[src/rtl/load_store_unit_pkg.sv]
// Shared core types for the RV32I pipeline.
// Access widths, LSU state encoding and access-size helpers.
package load_store_unit_pkg;

   localparam int XLEN = 32;

   typedef enum logic [1:0] {
      write_byte     = 2'd0,
      write_halfword = 2'd1,
      write_word     = 2'd2
   } write_width_t;

   typedef enum logic {
      LSU_IDLE  = 1'b0,
      LSU_SPLIT = 1'b1
   } lsu_state_t;

   // Number of bytes moved by an access of the given width.
   function automatic logic [2:0] width_bytes(input write_width_t w);
      logic [2:0] n;
      case (w)
         write_byte:     n = 3'd1;
         write_halfword: n = 3'd2;
         default:        n = 3'd4;
      endcase
      return n;
   endfunction

   // True when the address is not a multiple of the access size.
   function automatic logic is_misaligned(
      input logic [XLEN-1:0] a,
      input write_width_t    w
   );
      logic m;
      case (w)
         write_halfword: m = a[0];
         write_word:     m = |a[1:0];
         default:        m = 1'b0;
      endcase
      return m;
   endfunction

endpackage

[src/rtl/load_store_unit_extender.sv]
// Load result extension.
// Sign- or zero-extends a right-justified byte/halfword.
module load_extender
   import load_store_unit_pkg::*;
(
   input  logic [XLEN-1:0] i_data,
   input  write_width_t    i_width,
   input  logic            i_unsigned,
   output logic [XLEN-1:0] o_data
);

   logic w_fill_b;
   logic w_fill_h;

   assign w_fill_b = i_data[7] & ~i_unsigned;
   assign w_fill_h = i_data[15] & ~i_unsigned;

   // Select the extension for the access width; words pass through.
   always_comb begin
      o_data = i_data;
      case (i_width)
         write_byte:
            o_data = {{(XLEN-8){w_fill_b}}, i_data[7:0]};
         write_halfword:
            o_data = {{(XLEN-16){w_fill_h}}, i_data[15:0]};
         default:
            o_data = i_data;
      endcase
   end

endmodule

[src/rtl/load_store_unit.sv]
// Memory-access stage: drives the data RAM.
// Misaligned accesses are split into byte-serial RAM accesses.
module load_store_unit
   import load_store_unit_pkg::*;
(
   input  logic            clock,
   input  logic            reset_n,
   input  logic            req_valid,
   output logic            req_ready,
   input  logic            req_is_store,
   input  write_width_t    req_width,
   input  logic            req_unsigned,
   input  logic [XLEN-1:0] req_addr,
   input  logic [XLEN-1:0] req_w_data,
   output logic            resp_valid,
   output logic [XLEN-1:0] resp_data,
   output logic [XLEN-1:0] ram_addr,
   output logic [XLEN-1:0] ram_w_data,
   output write_width_t    ram_w_width,
   output logic            ram_w_enable,
   input  logic [XLEN-1:0] ram_r_data
);

   lsu_state_t      r_state;
   lsu_state_t      w_state_nxt;

   logic [XLEN-1:0] r_addr;
   logic [XLEN-1:0] r_data;
   logic            r_is_store;
   logic [1:0]      r_idx;
   logic [XLEN-1:0] r_asm;

   logic            r_resp_valid;
   logic            r_resp_store;
   logic            r_resp_split;
   write_width_t    r_resp_width;
   logic            r_resp_unsigned;
   logic [1:0]      r_resp_last;

   logic            w_ready;
   logic            w_accept;
   logic            w_misaligned;
   logic [2:0]      w_req_n;
   logic [1:0]      w_req_last;
   logic            w_last;
   logic            w_we;
   logic [1:0]      w_idx_m1;
   logic [XLEN-1:0] w_split_word;
   logic [XLEN-1:0] w_rbyte;
   logic [XLEN-1:0] w_asm_in;
   logic [XLEN-1:0] w_asm_final;
   logic [XLEN-1:0] w_raw;
   logic [XLEN-1:0] w_ext;

   assign w_ready      = reset_n & (r_state == LSU_IDLE);
   assign req_ready    = w_ready;
   assign w_accept     = req_valid & w_ready;
   assign w_misaligned = is_misaligned(req_addr, req_width);
   assign w_req_n      = width_bytes(req_width);
   assign w_req_last   = w_req_n[1:0] - 2'd1;
   assign w_last       = (r_idx == r_resp_last);
   assign w_idx_m1     = r_idx - 2'd1;

   // Store byte for the current split step.
   assign w_split_word = r_data >> {r_idx, 3'b000};

   // Incoming read byte, placed where the split step expects it.
   assign w_rbyte  = {{(XLEN-8){1'b0}}, ram_r_data[7:0]};
   assign w_asm_in = w_rbyte << {w_idx_m1, 3'b000};

   // Last byte of a split load is taken straight from the RAM.
   assign w_asm_final = r_asm | (w_rbyte << {r_resp_last, 3'b000});

   // A reset in progress must never write the RAM.
   assign ram_w_enable = w_we & reset_n;

   // Next-state and RAM-side drive.
   always_comb begin
      w_state_nxt = r_state;
      ram_addr    = req_addr;
      ram_w_data  = '0;
      ram_w_width = write_word;
      w_we        = 1'b0;
      unique case (r_state)
         LSU_IDLE: begin
            if (w_accept) begin
               w_we = req_is_store;
               if (w_misaligned) begin
                  ram_w_width = write_byte;
                  ram_w_data  = {{(XLEN-8){1'b0}},
                                 req_w_data[7:0]};
                  w_state_nxt = LSU_SPLIT;
               end else begin
                  ram_w_width = req_width;
                  ram_w_data  = req_w_data;
               end
            end
         end
         LSU_SPLIT: begin
            ram_addr    = r_addr + {{(XLEN-2){1'b0}}, r_idx};
            ram_w_width = write_byte;
            ram_w_data  = {{(XLEN-8){1'b0}},
                           w_split_word[7:0]};
            w_we        = r_is_store;
            if (w_last) begin
               w_state_nxt = LSU_IDLE;
            end
         end
      endcase
   end

   // State register.
   always_ff @(posedge clock) begin
      if (!reset_n) begin
         r_state <= LSU_IDLE;
      end else begin
         r_state <= w_state_nxt;
      end
   end

   // Latch a misaligned request and step through its bytes.
   always_ff @(posedge clock) begin
      if (!reset_n) begin
         r_addr     <= '0;
         r_data     <= '0;
         r_is_store <= 1'b0;
         r_idx      <= 2'd0;
      end else if (w_accept && w_misaligned) begin
         r_addr     <= req_addr;
         r_data     <= req_w_data;
         r_is_store <= req_is_store;
         r_idx      <= 2'd1;
      end else if (r_state == LSU_SPLIT) begin
         r_idx <= r_idx + 2'd1;
      end
   end

   // Collect split-load bytes as they return from the RAM.
   always_ff @(posedge clock) begin
      if (!reset_n) begin
         r_asm <= '0;
      end else if (w_accept && w_misaligned) begin
         r_asm <= '0;
      end else if (r_state == LSU_SPLIT) begin
         r_asm <= r_asm | w_asm_in;
      end
   end

   // Response bookkeeping: width/sign held for the response cycle.
   always_ff @(posedge clock) begin
      if (!reset_n) begin
         r_resp_valid    <= 1'b0;
         r_resp_store    <= 1'b0;
         r_resp_split    <= 1'b0;
         r_resp_width    <= write_word;
         r_resp_unsigned <= 1'b0;
         r_resp_last     <= 2'd0;
      end else begin
         r_resp_valid <= (w_accept & ~w_misaligned) |
                         ((r_state == LSU_SPLIT) & w_last);
         if (w_accept) begin
            r_resp_store    <= req_is_store;
            r_resp_split    <= w_misaligned;
            r_resp_width    <= req_width;
            r_resp_unsigned <= req_unsigned;
            r_resp_last     <= w_req_last;
         end
      end
   end

   assign w_raw = r_resp_split ? w_asm_final : ram_r_data;

   load_extender u_ext (
      .i_data     (w_raw),
      .i_width    (r_resp_width),
      .i_unsigned (r_resp_unsigned),
      .o_data     (w_ext)
   );

   assign resp_valid = r_resp_valid;
   assign resp_data  = (r_resp_valid && !r_resp_store) ? w_ext : '0;

endmodule

[config.mk]
export PLATFORM = sky130hd
export DESIGN_NAME = load_store_unit
export DESIGN_NICKNAME = d
export VERILOG_FILES = /design/src/rtl/load_store_unit_pkg.sv /design/src/rtl/load_store_unit_extender.sv /design/src/rtl/load_store_unit.sv
export SDC_FILE = /design/constraint.sdc
export NUM_CORES = 1
export LEC_CHECK = 0
export CAP_MARGIN = 20
export CORE_UTILIZATION = 48
export CTS_BUF_LIST = sky130_fd_sc_hd__clkbuf_8 sky130_fd_sc_hd__clkbuf_16
export CTS_CLUSTER_DIAMETER = 120
export DETAILED_ROUTE_END_ITERATION = 16
export GPL_TIMING_DRIVEN = 0
export PLACE_DENSITY = 0.85
export SYNTH_ARGS = -nofsm -noshare
export SYNTH_HDL_FRONTEND = slang
export SYNTH_SLANG_ARGS = --single-unit
[constraint.sdc]
create_clock -name clock -period 4.5 [get_ports clock]
set_input_delay 0.9 -clock clock [delete_from_list [all_inputs] [get_ports clock]]
set_output_delay 0.9 -clock clock [all_outputs]
set_load 0.02 [all_outputs]
* Word-level counts from Yosys, hierarchy flattened
Index checks and enable logic that the tools add are counted.
** Cells by class
- Shift-type cells :: 3
- Equality and inequality tests :: 4
- Bitwise gates (word level) :: 14
- Mux-type cells :: 20
- Add/sub/neg operators :: 4
- Reduce and logical (&&, ||, !) cells :: 8
** Operators by type and width (count)
- 2-to-1 mux 32 bit :: 5
- case mux 32 bit (2 select lines) :: 2
- bitwise OR 32 bit :: 2
- left shift 8 x 5 -> 32 bit :: 2
- adder 32 x 2 -> 32 bit :: 1
- >> shifter 32 x 5 -> 8 bit :: 1
- case mux 2 bit (2 select lines) :: 2
- bitwise AND 1 bit :: 7
- 2-to-1 mux 1 bit :: 6
- case mux 1 bit (2 select lines) :: 3
- == test 2 x 1 -> 1 bit, second input constant :: 2
- zero test 2 bit :: 2
- 2-to-1 mux 2 bit :: 2
- inverter 1 bit :: 4
- OR reduction 2 bit :: 2
- subtractor 2 x 1 -> 2 bit, second input constant :: 2
- adder 2 x 1 -> 2 bit, second input constant :: 1
- == test 2 bit :: 1
- == test 2 bit, second input constant :: 1
- logical AND 1 bit :: 2
- nonzero test 2 bit :: 1
- zero test 1 bit :: 1
- bitwise OR 1 bit :: 1
** Word-level totals
- Bits of input ports :: 103
- Output and inout bits :: 101
- Logic and storage cells :: 66
- Bits in registers :: 108

* Longest topological paths before layout
Gate-level depths: netlist of the first run.
- Depth after elaboration :: 6
- Gate-level depth with buffers :: 9
- Mapped depth without buffers :: 8

* Hierarchy
From an unflattened synthesis of the first run, not the netlist that was laid out.
** Unflattened totals
- Cells, all modules :: 883
- Area total of the unflattened synthesis :: 6392.4 um^2
** By module, submodules not included
- load_store_unit :: cells an instance 816, sequential area each 2162.1 um^2, instances 1, area an instance 6037.0 um^2
- load_extender :: cells an instance 67, sequential area each 0.0 um^2, instances 1, area an instance 355.3 um^2

* Worst setup path after synthesis of the first run
Ideal clock, no wire load.
- Kind :: reg-to-output
- Start :: register r_idx[0]
- End :: output ram_addr[30]
- Cell stages (with the launch flop) :: 9
- Data arrival time :: 2588 ps
- Slack :: 1012 ps
- Path buffers :: 0
- Required time :: 3600 ps
- Cell sequence :: dfxtp_1 > ha_1 > inv_1 > fa_1 > nand4b_4 > nor4_4 > nand4_2 > or3_1 > a31oi_1
** Between the ends
- Cells in the longest elaborated chain, start to end :: 2
** RTL lines
- from (decl) :: RTL line load_store_unit.sv:30 : logic [1:0] r_idx;
- from (signal assigned) :: RTL line load_store_unit.sv:134 : r_idx <= r_idx + 2'd1;
- adder 32 x 2 -> 32 bit :: RTL line load_store_unit.sv:100 : ram_addr = r_addr + {{(XLEN-2){1'b0}}, r_idx};
- 2-to-1 mux 32 bit :: RTL line load_store_unit.sv:84 : unique case (r_state)
- to (decl) :: RTL line load_store_unit.sv:17 : output logic [XLEN-1:0] ram_addr,
Every way passes these cells.

* Worst setup path in the final report of the first run
- Start :: input req_width[1]
- End :: output ram_w_width[1]
** Between the ends
- Cells in the longest elaborated chain, start to end :: 5
- Elaborated cells on any way between the ends :: 6
- Classes of those cells :: 2 x eq/ne; 4 x mux
** RTL lines
- from (decl) :: RTL line load_store_unit.sv:11 : input write_width_t req_width,
- == test 2 bit or == test 2 x 1 -> 1 bit (tied branches) :: RTL line load_store_unit_pkg.sv:35 : case (w)
- case mux 1 bit (2 select lines) :: RTL line load_store_unit_pkg.sv:35
- 2-to-1 mux 2 bit * :: RTL line load_store_unit.sv:88 : if (w_misaligned) begin
- 2-to-1 mux 2 bit * :: RTL line load_store_unit.sv:86 : if (w_accept) begin
- case mux 2 bit (2 select lines) * :: RTL line load_store_unit.sv:84
- to (decl) :: RTL line load_store_unit.sv:19 : output write_width_t ram_w_width,
Every way passes the cells marked *; elsewhere a longest branch is shown, timed or not.

==> reports/metrics.yaml, run 1 <==
port-buffer-count: 195
grt_pass1_vias: 6159
synth.area.top_cells: "dfxtp_1 (36%), nand2_1 (11%), a21boi_0 (8.6%)"
grt_pass1_wl_um: 30500
slew_headroom_pct: 32.3
finalMaxSlewViolations: 0
crit_path_start_kind: "primary input"
grt_max_degree: 17
synth_nets: 917
fin_hold_ws_ps: 465
power.leakage_nw: 3.07
io_pins: 204
place_ws_ps: -265
synth_edf_count: 0
grt_setup_unrepaired: "true"
routed_via_density: 5.46
std_cell_rows: 40
globalRouteTotalUtil_pct: 29.7
switching_share_pct: 27.3
endpoint_kind: "primary output"
htreeDepth: 3
setup_viol: 0
layout.cells.non_filler: 1187
yosys_warnings: 0
fillers: 1017
diodes: 0
yosys.area.top_type_share_pct: 35.9
dr.pass1.iters: 5
synth.distinct_cells: 47
initial_utilization_pct: 49.7
syn_inst: 807
hp-class: "flip-flop to flip-flop"
period_minus_slack_ps: 4430
fin_crit_sh_pct: 98.5
cts_buffers: 9
synth_top_cell_by_area: "dfxtp_1"
fin_nets: 1124
num_vias: 6479
die_w_um: 114
overflow: 0
hpwl_um: 14100
ys.flop_type: "dfxtp_1"
avgSynthCellArea_um2: 7.46
ant_nets: 0
antenna_found_initial: 0
gp_congestion: 0.906
required_ps: 3600
cts_root_buf: "clkbuf_16"
cts.sinks: 108
finalHoldViolCount: 0
seqPwrFrac_pct: 45.6
routed_wirelength_um: 18900
power_density_nw_per_um2: 256
area_growth_pct: 40.8
drc: 0
critPathArrivalTime_ps: 3530
synth-seq-cells: 108
clk_latency_ps: 350
placed_cells: 1170
dieArea_um2: 13000
die_h_um: 114
p_comb_share_pct: 20.7
cts_buffer_depth: 2
cts_hold_buf: 0
fin_worst_skew_ps: 7.85
tritoncts: "yes"
drv_cap: 0
max_slew.worst_pin.slew_ps: 1010
synth_area_um2: 6020
crit_type: "primary input to primary output"
ys_seq_area_share_pct: 35.9
critPathMaxFanout: 10
avgRoutedWirePerCell_um: 15.9
clockPowerShare_pct: 33.7
async_reset_ff_share_pct: 0
finalSetupTns_ps: 0
status: "completed"
drive_gt1_share_pct: 5.30
clk_pin_slew_ps: 70
first_iter_violations: 486
switchingPower_w: 0.000592
intPower_w: 0.00158
vdd_drop_max_uv: 160
max_freq_ghz: 0.226
setup_ws_ps: 69.0
core_area_um2: 12100
## registers in the layout, indices dropped and copies added, names as in the netlist
name / count
r_addr: 32
r_idx: 2
r_resp_unsigned: 1
r_resp_store: 1
r_asm: 32
r_data: 32
r_resp_split: 1
r_resp_last: 2
r_is_store: 1
resp_valid: 1
r_resp_width: 2
r_state: 1
## timing repair
| action | in CTS | in global routing |
|---|---|---|
| endpoints found under the setup margin | 22 | 30 |
| resized for setup | 4 | 5 |
| setup buffers | 1 | 0 |
| pin swaps | 1 | 0 |
## cells in the mapped netlist (2+ instances only)
cell type,instances
nand3b_1,2
o21ai_0,37
a31oi_1,3
a21oi_1,92
and2_1,6
dfxtp_1,108
ha_1,6
nor3_1,5
nor2b_1,4
o21ai_1,2
xor2_1,22
a21boi_0,69
or3_1,3
a22o_1,8
nand3_1,10
nand2_1,180
mux4_2,8
buf_2,5
clkbuf_2,8
o211ai_1,8
a22oi_1,8
buf_1,14
nand2b_1,2
inv_1,7
nor3b_1,3
and3_1,27
nand4_1,9
mux2_2,2
o21a_1,3
clkbuf_1,39
xnor2_1,10
or2_2,2
nor2_1,81
## power groups by stage
stage	logic [W]	registers (W)	clock network, W
finish	0.000449	0.000990	0.000732
detailed placement	0.000441	0.00101	0
global placement	0.000439	0.00101	0
global route	0.000483	0.000991	0.000773
CTS	0.000446	0.000989	0.000731
floorplan	0.000212	0.00101	0
## stage by stage
| stage | utilization (%) | area [um^2] | power [W] |
|---|---|---|---|
| finish | 70.0 | 8480 | 0.00217 |
| global route | 70.0 | 8480 | 0.00225 |
| CTS | 69.9 | 8470 | 0.00217 |
| detailed placement | 67.6 | 8190 | 0.00145 |
| global placement | 67.6 | 8190 | 0.00145 |
| floorplan | - | 6020 | 0.00122 |
## layout by cell type, fill, tap and decap left out, types with 11 or more instances in the layout
| cell type | count |
|---|---|
| a21boi_0 | 69 |
| clkdlybuf4s50_1 | 195 |
| nand2_1 | 180 |
| xor2_1 | 22 |
| and3_1 | 27 |
| o21ai_0 | 37 |
| buf_1 | 14 |
| a21oi_1 | 92 |
| nor2_1 | 81 |
| clkbuf_1 | 35 |
| dfxtp_1 | 107 |
| clkbuf_2 | 11 |
## logic make-up (layout without fill, tap and decap cells)
logic type / Yosys count / after routing / synth area share [%]
fa+ha+maj: 7 / 7 / 1.58
buf+inv: 73 / 285 / 4.82
xor+xnor: 32 / 32 / 4.65
simple gates: 343 / 343 / 25.8
flops: 108 / 108 / 35.9
compound gates: 233 / 233 / 23.8
mux: 11 / 11 / 3.53
## critical path, cell delays in order
cell and delay [ps]:
clkdlybuf4s50_1 540, inv_1 120, ha_1 230, o21a_1 230, o21ai_4 290, buf_2 320
a21oi_1 150, nor2_1 130, clkdlybuf4s50_1 610
## worst paths after layout
check	from	end	slack [ps]	depth (start not counted)
worst max register to register	r_state$_SDFF_PN0_	r_data[24]$_SDFFE_PN0P_	2510	8
worst min-delay path	r_data[21]$_SDFFE_PN0P_	r_data[21]$_SDFFE_PN0P_	460	2
worst max-delay path	req_width[1]	ram_w_width[1]	70	9
worst min register to register	r_data[21]$_SDFFE_PN0P_	r_data[21]$_SDFFE_PN0P_	460	2
## final cells by class
class | count | area (um^2) | area share [%]
plain buffers | 66 | 269 | 3.17
clock buffers | 10 | 239 | 2.82
clock inverters | 6 | 32.5 | 0.384
inverters | 7 | 26.3 | 0.310
multi-input cells | 626 | 3580 | 42.2
flip-flops and latches | 108 | 2160 | 25.5
well taps | 168 | 210 | 2.48
repair buffers | 196 | 1960 | 23.1
## routing by layer
metal	vias to the layer above	global-route usage [%]	wire [um]
met5	-	0	0
met4	0	10.9	451
met3	32	4.73	1310
met2	264	49.0	8980
met1	3017	39.2	8160
li1	3166	-	-
No activity file was read; power rests on OpenSTA's default activity.
==> run 2: changes to the inputs <==
Settings changed: SETUP_SLACK_MARGIN set to 0.1.
==> run 2 against run 1 <==
  * Wire length up 0.13%
  * Global-route usage unchanged
  * Via count down 0.54%
  * Sequential power about the same
  * Sequential cell count unchanged
  * Non-clock buffer count unchanged
  * Sequential share of layout area about the same
  * Count of clock-buffer cells in the layout unchanged
  * Clock skew down 0.67 ps
  * Die area unchanged
  * Critical endpoint unchanged
==> reports/metrics.yaml, run 2 (same netlist as run 1, synthesis figures left out) <==
layout.cells.non_filler: 1187
drc: 0
htreeDepth: 3
final_common_cell: "clkdlybuf4s50_1"
switching_share_pct: 27.4
initial_utilization_pct: 49.7
period_minus_slack_ps: 4320
grt_max_degree: 17
setup_ws_ps: 177
power_density_nw_per_um2: 256
clk_pin_slew_ps: 70
endpoint_kind: "primary output"
area_growth_pct: 40.9
status: "completed"
fin_worst_skew_ps: 7.18
cts_buffer_depth: 2
cts_buffers: 9
crit_type: "primary input to primary output"
reg.largest.list: "r_addr (32), r_asm (32), r_data (32)"
fin_nets: 1124
dieArea_um2: 13000
hpwl_um: 14100
max_slew.worst_pin.slew_ps: 1040
diodes: 0
die_h_um: 114
overflow: 0
crit_path_start_kind: "primary input"
max_freq_ghz: 0.231
critPathMaxFanout: 10
slew_headroom_pct: 30.3
fin_crit_sh_pct: 96.1
first_iter_violations: 504
core_area_um2: 12100
num_vias: 6444
required_ps: 3600
globalRouteTotalUtil_pct: 29.7
hp-class: "flip-flop to flip-flop"
grt_pass1_wl_um: 30500
drive_gt1_share_pct: 5.40
cts_root_buf: "clkbuf_16"
p_comb_share_pct: 20.7
setup_viol: 0
cts_hold_buf: 0
cts.sinks: 108
place_ws_ps: -265
critPathArrivalTime_ps: 3420
drv_cap: 0
grt_setup_unrepaired: "true"
routed_via_density: 5.43
routed_wirelength_um: 18900
port-buffer-count: 195
io_pins: 204
fin_util_pct: 70.1
design_power_total_w: 0.00217
intPower_w: 0.00158
ant_nets: 0
finalMaxSlewViolations: 0
tritoncts: "yes"
finalSetupTns_ps: 0
vdd_drop_max_uv: 161
power.leakage_nw: 3.08
grt_pass1_vias: 6159
seqPwrFrac_pct: 45.5
std_cell_rows: 40
finalHoldViolCount: 0
avgRoutedWirePerCell_um: 15.9
placed_cells: 1170
final_cell_mix: "clkdlybuf4s50_1 (194), nand2_1 (180), dfxtp_1 (107), a21oi_1 (92), nor2_1 (81)"
gp_congestion: 0.906
antenna_found_initial: 0
clockPowerShare_pct: 33.8
switchingPower_w: 0.000595
clk_latency_ps: 350
dr.pass1.iters: 5
die_w_um: 114
[run 2: cell count changes in the layout (fill, tap and decap cells not counted), sizes merged]
| cell | delta |
|---|---|
| clkdlybuf4s50 | -1 |
| dlymetal6s2s | +1 |
[run 2: critical path, cell delays in order]
cell	delay, ps
clkdlybuf4s50_1	530
inv_1	120
ha_1	230
o21a_1	230
o21ai_4	290
buf_4	250
a21oi_1	130
nor2_1	130
clkdlybuf4s50_1	610
[run 2: final timing paths]
check / start / to / slack [ps] / depth (start not counted)
worst min register to register: r_data[21]$_SDFFE_PN0P_ / r_data[21]$_SDFFE_PN0P_ / 460 / 2
worst max register to register: r_state$_SDFF_PN0_ / r_data[24]$_SDFFE_PN0P_ / 2500 / 8
worst min-delay path: r_data[21]$_SDFFE_PN0P_ / r_data[21]$_SDFFE_PN0P_ / 460 / 2
worst max-delay path: req_width[1] / ram_w_width[1] / 180 / 9
[run 2: timing repair]
action                     in CTS  in global routing
buffers inserted                1                  0
setup endpoints to repair      29                 28
resized for setup               5                  9
pin swaps                       1                  0
[run 2: through the flow]
step                area [um^2]  hold WS (ps)
floorplan                  6020           437
global placement           8190           447
detailed placement         8190           456
CTS                        8470           465
global route               8490           492
finish                     8490           465
[run 2: area by class of cell]
type | count | area (um^2)
fillers | 1015 | 3620
repair buffers | 196 | 1960
clock inverters | 6 | 32.5
clock buffers | 10 | 239
flip-flops and latches | 108 | 2160
inverters | 7 | 26.3
well taps | 168 | 210
multi-input cells | 626 | 3580
plain buffers | 66 | 273
[run 2: power by group through the flow]
| stage | combinational [W] | clock, W | sequential, W |
|---|---|---|---|
| after floorplan | 0.000212 | 0 | 0.00101 |
| after global placement | 0.000439 | 0 | 0.00101 |
| after detailed placement | 0.000441 | 0 | 0.00101 |
| after CTS | 0.000446 | 0.000731 | 0.000989 |
| after global routing | 0.000483 | 0.000773 | 0.000991 |
| final | 0.000449 | 0.000735 | 0.000990 |
[run 2: metal layers]
layer | wire, um | part of all wire (%) | vias to the layer above | GRT usage [%]
li1 | - | - | 3159 | -
met1 | 8080 | 43 | 2999 | 39.2
met3 | 1350 | 7.1 | 29 | 4.73
met4 | 418 | 2.2 | 0 | 10.9
met5 | 0 | 0 | - | 0
met2 | 9080 | 48 | 257 | 49.0
==> run 3: changes to the inputs <==
Settings changed: HOLD_SLACK_MARGIN set to 0.06, SLEW_MARGIN set to 20.
==> results of run 3 <==
Same layout as run 2: the final DEF is identical, and so are final timing and power.
